[config.mk]
export PLATFORM = sky130hd
export DESIGN_NAME = spi_slave
export DESIGN_NICKNAME = d
export VERILOG_FILES = /design/src/rtl/spi_pkg.sv /design/src/rtl/spi_sipo.sv /design/src/rtl/spi_slave.sv
export SDC_FILE = /design/constraint.sdc
export NUM_CORES = 1
export LEC_CHECK = 0
export BUFFER_PORTS_ARGS = -buffer_cell sky130_fd_sc_hd__clkbuf_2
export CORE_MARGIN = 1.5
export CORE_UTILIZATION = 55
export CTS_CLUSTER_DIAMETER = 50
export DETAILED_ROUTE_END_ITERATION = 8
export PLACE_DENSITY = 0.76
export SLEW_MARGIN = 20
export SYNTH_ARGS = -nofsm -noshare
export SYNTH_HDL_FRONTEND = slang
export SYNTH_HIERARCHICAL = 1
export SYNTH_SLANG_ARGS = --single-unit
[constraint.sdc]
create_clock -name clk -period 3.2 [get_ports clk]
set_clock_uncertainty 0.2 [all_clocks]
set_input_delay 0.16 -clock clk [delete_from_list [all_inputs] [get_ports clk]]
set_output_delay 0.16 -clock clk [all_outputs]
set_load 0.005 [all_outputs]
[src/rtl/spi_pkg.sv]
// Shared types and constants for the SPI slave that fronts the single-port RAM.
// The frame is a 2-bit command code followed by an 8-bit payload.
package spi_pkg;

   localparam int ADDR_W  = 8;
   localparam int FRAME_W = 10;

   localparam logic [1:0] CMD_WR_ADDR = 2'b00;
   localparam logic [1:0] CMD_WR_DATA = 2'b01;
   localparam logic [1:0] CMD_RD_ADDR = 2'b10;
   localparam logic [1:0] CMD_RD_DATA = 2'b11;

   typedef enum logic [2:0] {
      IDLE      = 3'd0,
      CHK_CMD   = 3'd1,
      WRITE     = 3'd2,
      READ_ADD  = 3'd3,
      READ_DATA = 3'd4
   } state_e;

endpackage

[src/rtl/spi_sipo.sv]
// Serial-in/parallel-out frame collector: shifts FRAME_W bits MSB first and
// flags the edge on which the last bit is taken, presenting the full word.
module spi_sipo
   import spi_pkg::*;
(
   input  logic               clk,
   input  logic               rst_n,
   input  logic               clr_i,
   input  logic               en_i,
   input  logic               bit_i,
   output logic [FRAME_W-1:0] word_o,
   output logic               done_o
);

   logic [FRAME_W-1:0] shift_q;
   logic [3:0]         cnt_q;

   // word_o already includes the bit being sampled, so the parent can latch it on done_o
   assign word_o = {shift_q[FRAME_W-2:0], bit_i};
   assign done_o = en_i & ~clr_i & (cnt_q == 4'(FRAME_W - 1));

   // NOTE: registers use non-blocking assignments so every flop samples pre-edge values.
   always_ff @(posedge clk or negedge rst_n) begin
      if (!rst_n) begin
         shift_q <= '0;
         cnt_q   <= '0;
      end else if (clr_i) begin
         shift_q <= '0;
         cnt_q   <= '0;
      end else if (en_i) begin
         shift_q <= word_o;
         cnt_q   <= done_o ? 4'd0 : cnt_q + 4'd1;
      end
   end

endmodule

[src/rtl/spi_slave.sv]
// SPI slave bridging a serial master to the RAM rx_data/rx_valid/tx_data/tx_valid
// interface; one command bit selects write or read, then a 10-bit frame follows.
module spi_slave
   import spi_pkg::*;
(
   input  logic               clk,
   input  logic               rst_n,
   input  logic               SS_n,
   input  logic               MOSI,
   output logic               MISO,
   output logic [FRAME_W-1:0] rx_data,
   output logic               rx_valid,
   input  logic [ADDR_W-1:0]  tx_data,
   input  logic               tx_valid
);

   state_e              state_q;
   logic                rd_addr_flag_q;
   logic                rx_got_q;
   logic                tx_loaded_q;
   logic                miso_q;
   logic                rx_valid_q;
   logic [FRAME_W-1:0]  rx_data_q;
   logic [ADDR_W-1:0]   tx_shift_q;
   logic [2:0]          tx_cnt_q;

   logic                sipo_en;
   logic                frame_done;
   logic [FRAME_W-1:0]  frame_word;

   // rx_got_q blocks further shifting once a frame is captured, until SS_n rises
   assign sipo_en = ((state_q == WRITE) || (state_q == READ_ADD) || (state_q == READ_DATA))
                    && !rx_got_q;

   spi_sipo u_sipo (
      .clk    (clk),
      .rst_n  (rst_n),
      .clr_i  (SS_n),
      .en_i   (sipo_en),
      .bit_i  (MOSI),
      .word_o (frame_word),
      .done_o (frame_done)
   );

   always_ff @(posedge clk or negedge rst_n) begin
      if (!rst_n) begin
         state_q        <= IDLE;
         rd_addr_flag_q <= 1'b0;
         rx_got_q       <= 1'b0;
         tx_loaded_q    <= 1'b0;
         miso_q         <= 1'b0;
         rx_valid_q     <= 1'b0;
         rx_data_q      <= '0;
         tx_shift_q     <= '0;
         tx_cnt_q       <= '0;
      end else begin
         rx_valid_q <= 1'b0;
         if (state_q != IDLE && SS_n) begin
            state_q     <= IDLE;
            rx_got_q    <= 1'b0;
            tx_loaded_q <= 1'b0;
            miso_q      <= 1'b0;
            tx_shift_q  <= '0;
            tx_cnt_q    <= '0;
         end else begin
            case (state_q)
               IDLE: begin
                  if (!SS_n) state_q <= CHK_CMD;
               end
               CHK_CMD: begin
                  if (!MOSI)               state_q <= WRITE;
                  else if (rd_addr_flag_q) state_q <= READ_DATA;
                  else                     state_q <= READ_ADD;
               end
               WRITE, READ_ADD: begin
                  if (frame_done) begin
                     rx_data_q  <= frame_word;
                     rx_valid_q <= 1'b1;
                     rx_got_q   <= 1'b1;
                     if (state_q == READ_ADD) rd_addr_flag_q <= 1'b1;
                  end
               end
               READ_DATA: begin
                  if (frame_done) begin
                     rx_data_q      <= frame_word;
                     rx_valid_q     <= 1'b1;
                     rx_got_q       <= 1'b1;
                     rd_addr_flag_q <= 1'b0;
                  end else if (rx_got_q && !tx_loaded_q) begin
                     if (tx_valid) begin
                        tx_loaded_q <= 1'b1;
                        tx_shift_q  <= tx_data;
                        miso_q      <= tx_data[ADDR_W-1];
                        tx_cnt_q    <= 3'd7;
                     end
                  end else if (tx_loaded_q) begin
                     // tx_cnt_q counts bits still to drive after the one on MISO now
                     if (tx_cnt_q != 3'd0) begin
                        miso_q     <= tx_shift_q[ADDR_W-2];
                        tx_shift_q <= tx_shift_q << 1;
                        tx_cnt_q   <= tx_cnt_q - 3'd1;
                     end else begin
                        miso_q <= 1'b0;
                     end
                  end
               end
               default: state_q <= IDLE;
            endcase
         end
      end
   end

   assign MISO     = miso_q;
   assign rx_data  = rx_data_q;
   assign rx_valid = rx_valid_q;

endmodule

==> impl_metrics.json <==
{
  "run_status": "finished clean",
  "share_seq_of_total_power_pct": 47.1,
  "met2_usage_pct": 32.9,
  "grt_first_pass_wirelength_mm": 6.51,
  "grt_start_max_net_pins": 42,
  "crit_path_end_kind": "flip-flop",
  "design.final.nets": 221,
  "first_pass_iters": 4,
  "grt_use_met3_pct": 6.77,
  "num_rows": 22,
  "synth_enable_flop_cells": 0,
  "post_synth_mux_area_share_pct": 17.8,
  "cp_common_cell": "sky130_fd_sc_hd__nor2_1",
  "wirelength_mm": 3.72,
  "die_x_microns": 64.5,
  "initial_cell_density_of_the_core_pct": 57.2,
  "critical-path-max-stage-delay_ns": 0.50,
  "yosysSeqAreaShare_pct": 49.4,
  "multi_input_comb_area_sq_um": 943,
  "ctsHoldBuffers": 2,
  "synthesis.nets": 198,
  "drc": 0,
  "cp_data_arrival_time_ns": 2.60,
  "power_density_mw_per_mm2": 528,
  "internal_power_uw": 903,
  "cts_max_level": 2,
  "static-leakage-power_nw": 1.12,
  "relSlewSlack_pct": 40.9,
  "fp.coreArea_sq_mm": 0.00363,
  "cts_num_sinks": 41,
  "viasPerCell": 5.57,
  "seqCellArea_sq_mm": 0.00103,
  "cts_made_buffers": 5,
  "clkPwrFrac_pct": 35.2,
  "layout-drive-gt1-share_pct": 25.9,
  "hpwlAfterDp_mm": 2.54,
  "cts_resized": 0,
  "routed_wire_length_per_instance_microns": 14.7,
  "hold_viol_final": 0,
  "yosys-top-cells-area": "sky130_fd_sc_hd__dfrtp_1 49%, sky130_fd_sc_hd__mux2_4 6.5%, sky130_fd_sc_hd__mux2_1 5.4%",
  "globalplace.congestion": 0.758,
  "antenna_found_initial": 0,
  "layout.cell_area.non_filler_sq_mm": 0.00232,
  "die_area_sq_mm": 0.00415,
  "critPathSlowestCell": "sky130_fd_sc_hd__dfrtp_1",
  "clock_latency_ns": 0.29,
  "min_delay_path_depth": 3,
  "detail_route.iter0.violations": 158,
  "yosysWarningCount": 6,
  "ctsRootBufferMaster": "sky130_fd_sc_hd__clkbuf_8",
  "achievable-frequency_mhz": 381,
  "syn_inst": 181,
  "chipHeight_microns": 64.5,
  "worst_setup_hold_path_clk_slew_ns": 0.08,
  "hold_class": "input port to flip-flop",
  "adder_and_majority_cell_fraction_of_the_synthesized_area_pct": 2.41,
  "yosys.cell_count.top_type": "sky130_fd_sc_hd__dfrtp_1",
  "cp_max_fo": 12,
  "power.net_switching_uw": 318,
  "final_ant_viol_nets": 0,
  "min_period_ns": 2.63,
  "vdd.ir_drop.worst_uv": 306,
  "mean_area_per_synthesized_cell_sq_um": 11.5,
  "complex_gate_fraction_of_the_synthesized_area_pct": 10.4,
  "synthXorXnorAreaFrac_pct": 0,
  "io_buffers": 24,
  "criticalPathCategory": "flip-flop to flip-flop",
  "grt-busiest-layer": "met2",
  "area_growth_pct": 11.5,
  "post-route-period-util_pct": 82.1,
  "finalSetupViolations": 0,
  "filler_cell_count": 313,
  "cts_post_setup_buffers_inserted": 0,
  "via_count_of_the_first_global_routing_pass": 1439,
  "synth_top_family_by_area": "multiplexers",
  "r2r.worst_path.cells": 7,
  "drv_cap": 0,
  "ys_seq_elements": 41,
  "netlist.top_cell.by_area": "sky130_fd_sc_hd__dfrtp_1",
  "global_route.usage.met1_pct": 26.6,
  "slew_violations": 0,
  "netlist_top_cells_count": "41 x sky130_fd_sc_hd__dfrtp_1, 20 x sky130_fd_sc_hd__nand2_1, 14 x sky130_fd_sc_hd__nor2_1, 12 x sky130_fd_sc_hd__a21oi_1, 11 x sky130_fd_sc_hd__mux2i_1",
  "worst-endpoint-required_ns": 3.17,
  "groute.usage.overall_pct": 20.8,
  "cp_cell_sequence": "nor2_1 -> mux2i_1 -> nor2_1 -> nor3b_1 -> nor2b_1 -> nand2b_4 -> mux2_1",
  "net_sw_share_pct": 26.1,
  "postSynth.asyncResetShare_pct": 100,
  "gr-total-overflow": 0,
  "max_slew.worst_pin.slew_ns": 0.887,
  "postSynth.topFlopCell": "sky130_fd_sc_hd__dfrtp_1",
  "num_io_pins": 25,
  "antenna_cells_inserted": 0,
  "cts_tree": "built",
  "vias": 1408,
  "clock_path_buffers": 2,
  "post_synth_and_or_nand_nor_area_fraction_pct": 14.9,
  "placedInstanceArea_sq_mm": 0.00218,
  "combinationalPowerShare_pct": 17.7,
  "post_synth_instance_area_sq_mm": 0.00208,
  "ys_types": 42,
  "cp-start-kind": "flip-flop",
  "synth.top_cell.area_share_pct": 49.4,
  "setup-tns-final_ns": 0,
  "rsz_0062_raised_after_global_routing": "false"
}
-- through the flow --
| step | std cells | setup slack, ns | hold WS [ns] | util [%] | total power [mW] |
|---|---|---|---|---|---|
| floorplan | 181 | 0.493 | -0.336 | - | 0.758 |
| global placement | 243 | 0.794 | 0.158 | 60.0 | 0.787 |
| detailed placement | 243 | 0.628 | 0.174 | 60.0 | 0.800 |
| CTS | 253 | 0.603 | 0.0226 | 63.7 | 1.23 |
| global route | 253 | 0.337 | 0.0570 | 63.7 | 1.28 |
| finish | 253 | 0.572 | 0.0398 | 63.7 | 1.22 |
-- layer usage --
metal | vias to the layer above | share of wire [%]
li1 | 665 | -
met1 | 710 | 48
met2 | 27 | 47
met3 | 6 | 3.6
met4 | 0 | 1.5
met5 | - | 0
-- path summary, 6_finish.rpt --
| kind | from | to | slack [ns] |
|---|---|---|---|
| setup / recovery | state_q[1] | rx_data[2] | 0.57 |
| hold / removal | tx_data[7] | MISO | 0.04 |
| setup reg to reg | state_q[1] | rx_data[2] | 0.57 |
| hold reg to reg | rx_data[9] | rx_data[9] | 0.30 |
| max in group asynchronous | rst_n | rx_data[2] | 1.92 |
| min in group asynchronous | rst_n | u_sipo/cnt_q[3] | 0.32 |
-- cells in the final DEF (no fill, tap or decap), types with 2 or more instances in the layout --
| cell type | n |
|---|---|
| sky130_fd_sc_hd__clkbuf_2 | 23 |
| sky130_fd_sc_hd__mux2i_1 | 11 |
| sky130_fd_sc_hd__nand3_1 | 2 |
| sky130_fd_sc_hd__nand2b_1 | 3 |
| sky130_fd_sc_hd__a21oi_1 | 12 |
| sky130_fd_sc_hd__nand3b_1 | 2 |
| sky130_fd_sc_hd__o21ai_0 | 5 |
| sky130_fd_sc_hd__clkbuf_8 | 6 |
| sky130_fd_sc_hd__nor2b_1 | 4 |
| sky130_fd_sc_hd__ha_1 | 4 |
| sky130_fd_sc_hd__mux2_4 | 9 |
| sky130_fd_sc_hd__dlygate4sd3_1 | 2 |
| sky130_fd_sc_hd__a21oi_2 | 2 |
| sky130_fd_sc_hd__nor3_1 | 3 |
| sky130_fd_sc_hd__dfrtp_1 | 41 |
| sky130_fd_sc_hd__nand2_1 | 20 |
| sky130_fd_sc_hd__nor2_1 | 14 |
| sky130_fd_sc_hd__inv_1 | 6 |
| sky130_fd_sc_hd__mux2_1 | 10 |
-- layout make-up --
| class | count | area share, % |
|---|---|---|
| sequential | 41 | 44.3 |
| timing repair buffer | 27 | 6.37 |
| multi-input combinational | 123 | 40.7 |
| clock inverter | 1 | 1.30 |
| clock buffer | 7 | 3.73 |
| tap | 48 | 2.59 |
| inverter | 6 | 0.972 |
-- power by group through the flow --
stage	Clock, mW	Sequential [mW]	Combinational, mW
CTS	0.440	0.576	0.218
finish	0.430	0.576	0.216
floorplan	0	0.570	0.188
global placement	0	0.582	0.204
global route	0.462	0.580	0.243
detailed placement	0	0.586	0.214
-- critical path: cells and delay by family, from the launching register on --
family	cells	cell delay, ns
flip-flops	1	0.50
multiplexers	2	0.47
AND/OR/NAND/NOR	5	1.33
-- sequential cells by signal, indices dropped and copies added, names as in the netlist --
signal and flops:
MISO 1, state_q 3, u_sipo/shift_q 9, rx_got_q 1
tx_cnt_q 3, tx_shift_q 7, u_sipo/cnt_q 4, rx_valid 1
rx_data 10, tx_loaded_q 1, rd_addr_flag_q 1
-- kinds of logic after synthesis --
| family | after synthesis |
|---|---|
| mux | 31 |
| flops | 41 |
| buf+inv | 17 |
| simple gates | 57 |
| fa+ha+maj | 4 |
| compound gates | 31 |
Note: power is estimated with default switching activity, not from simulation.
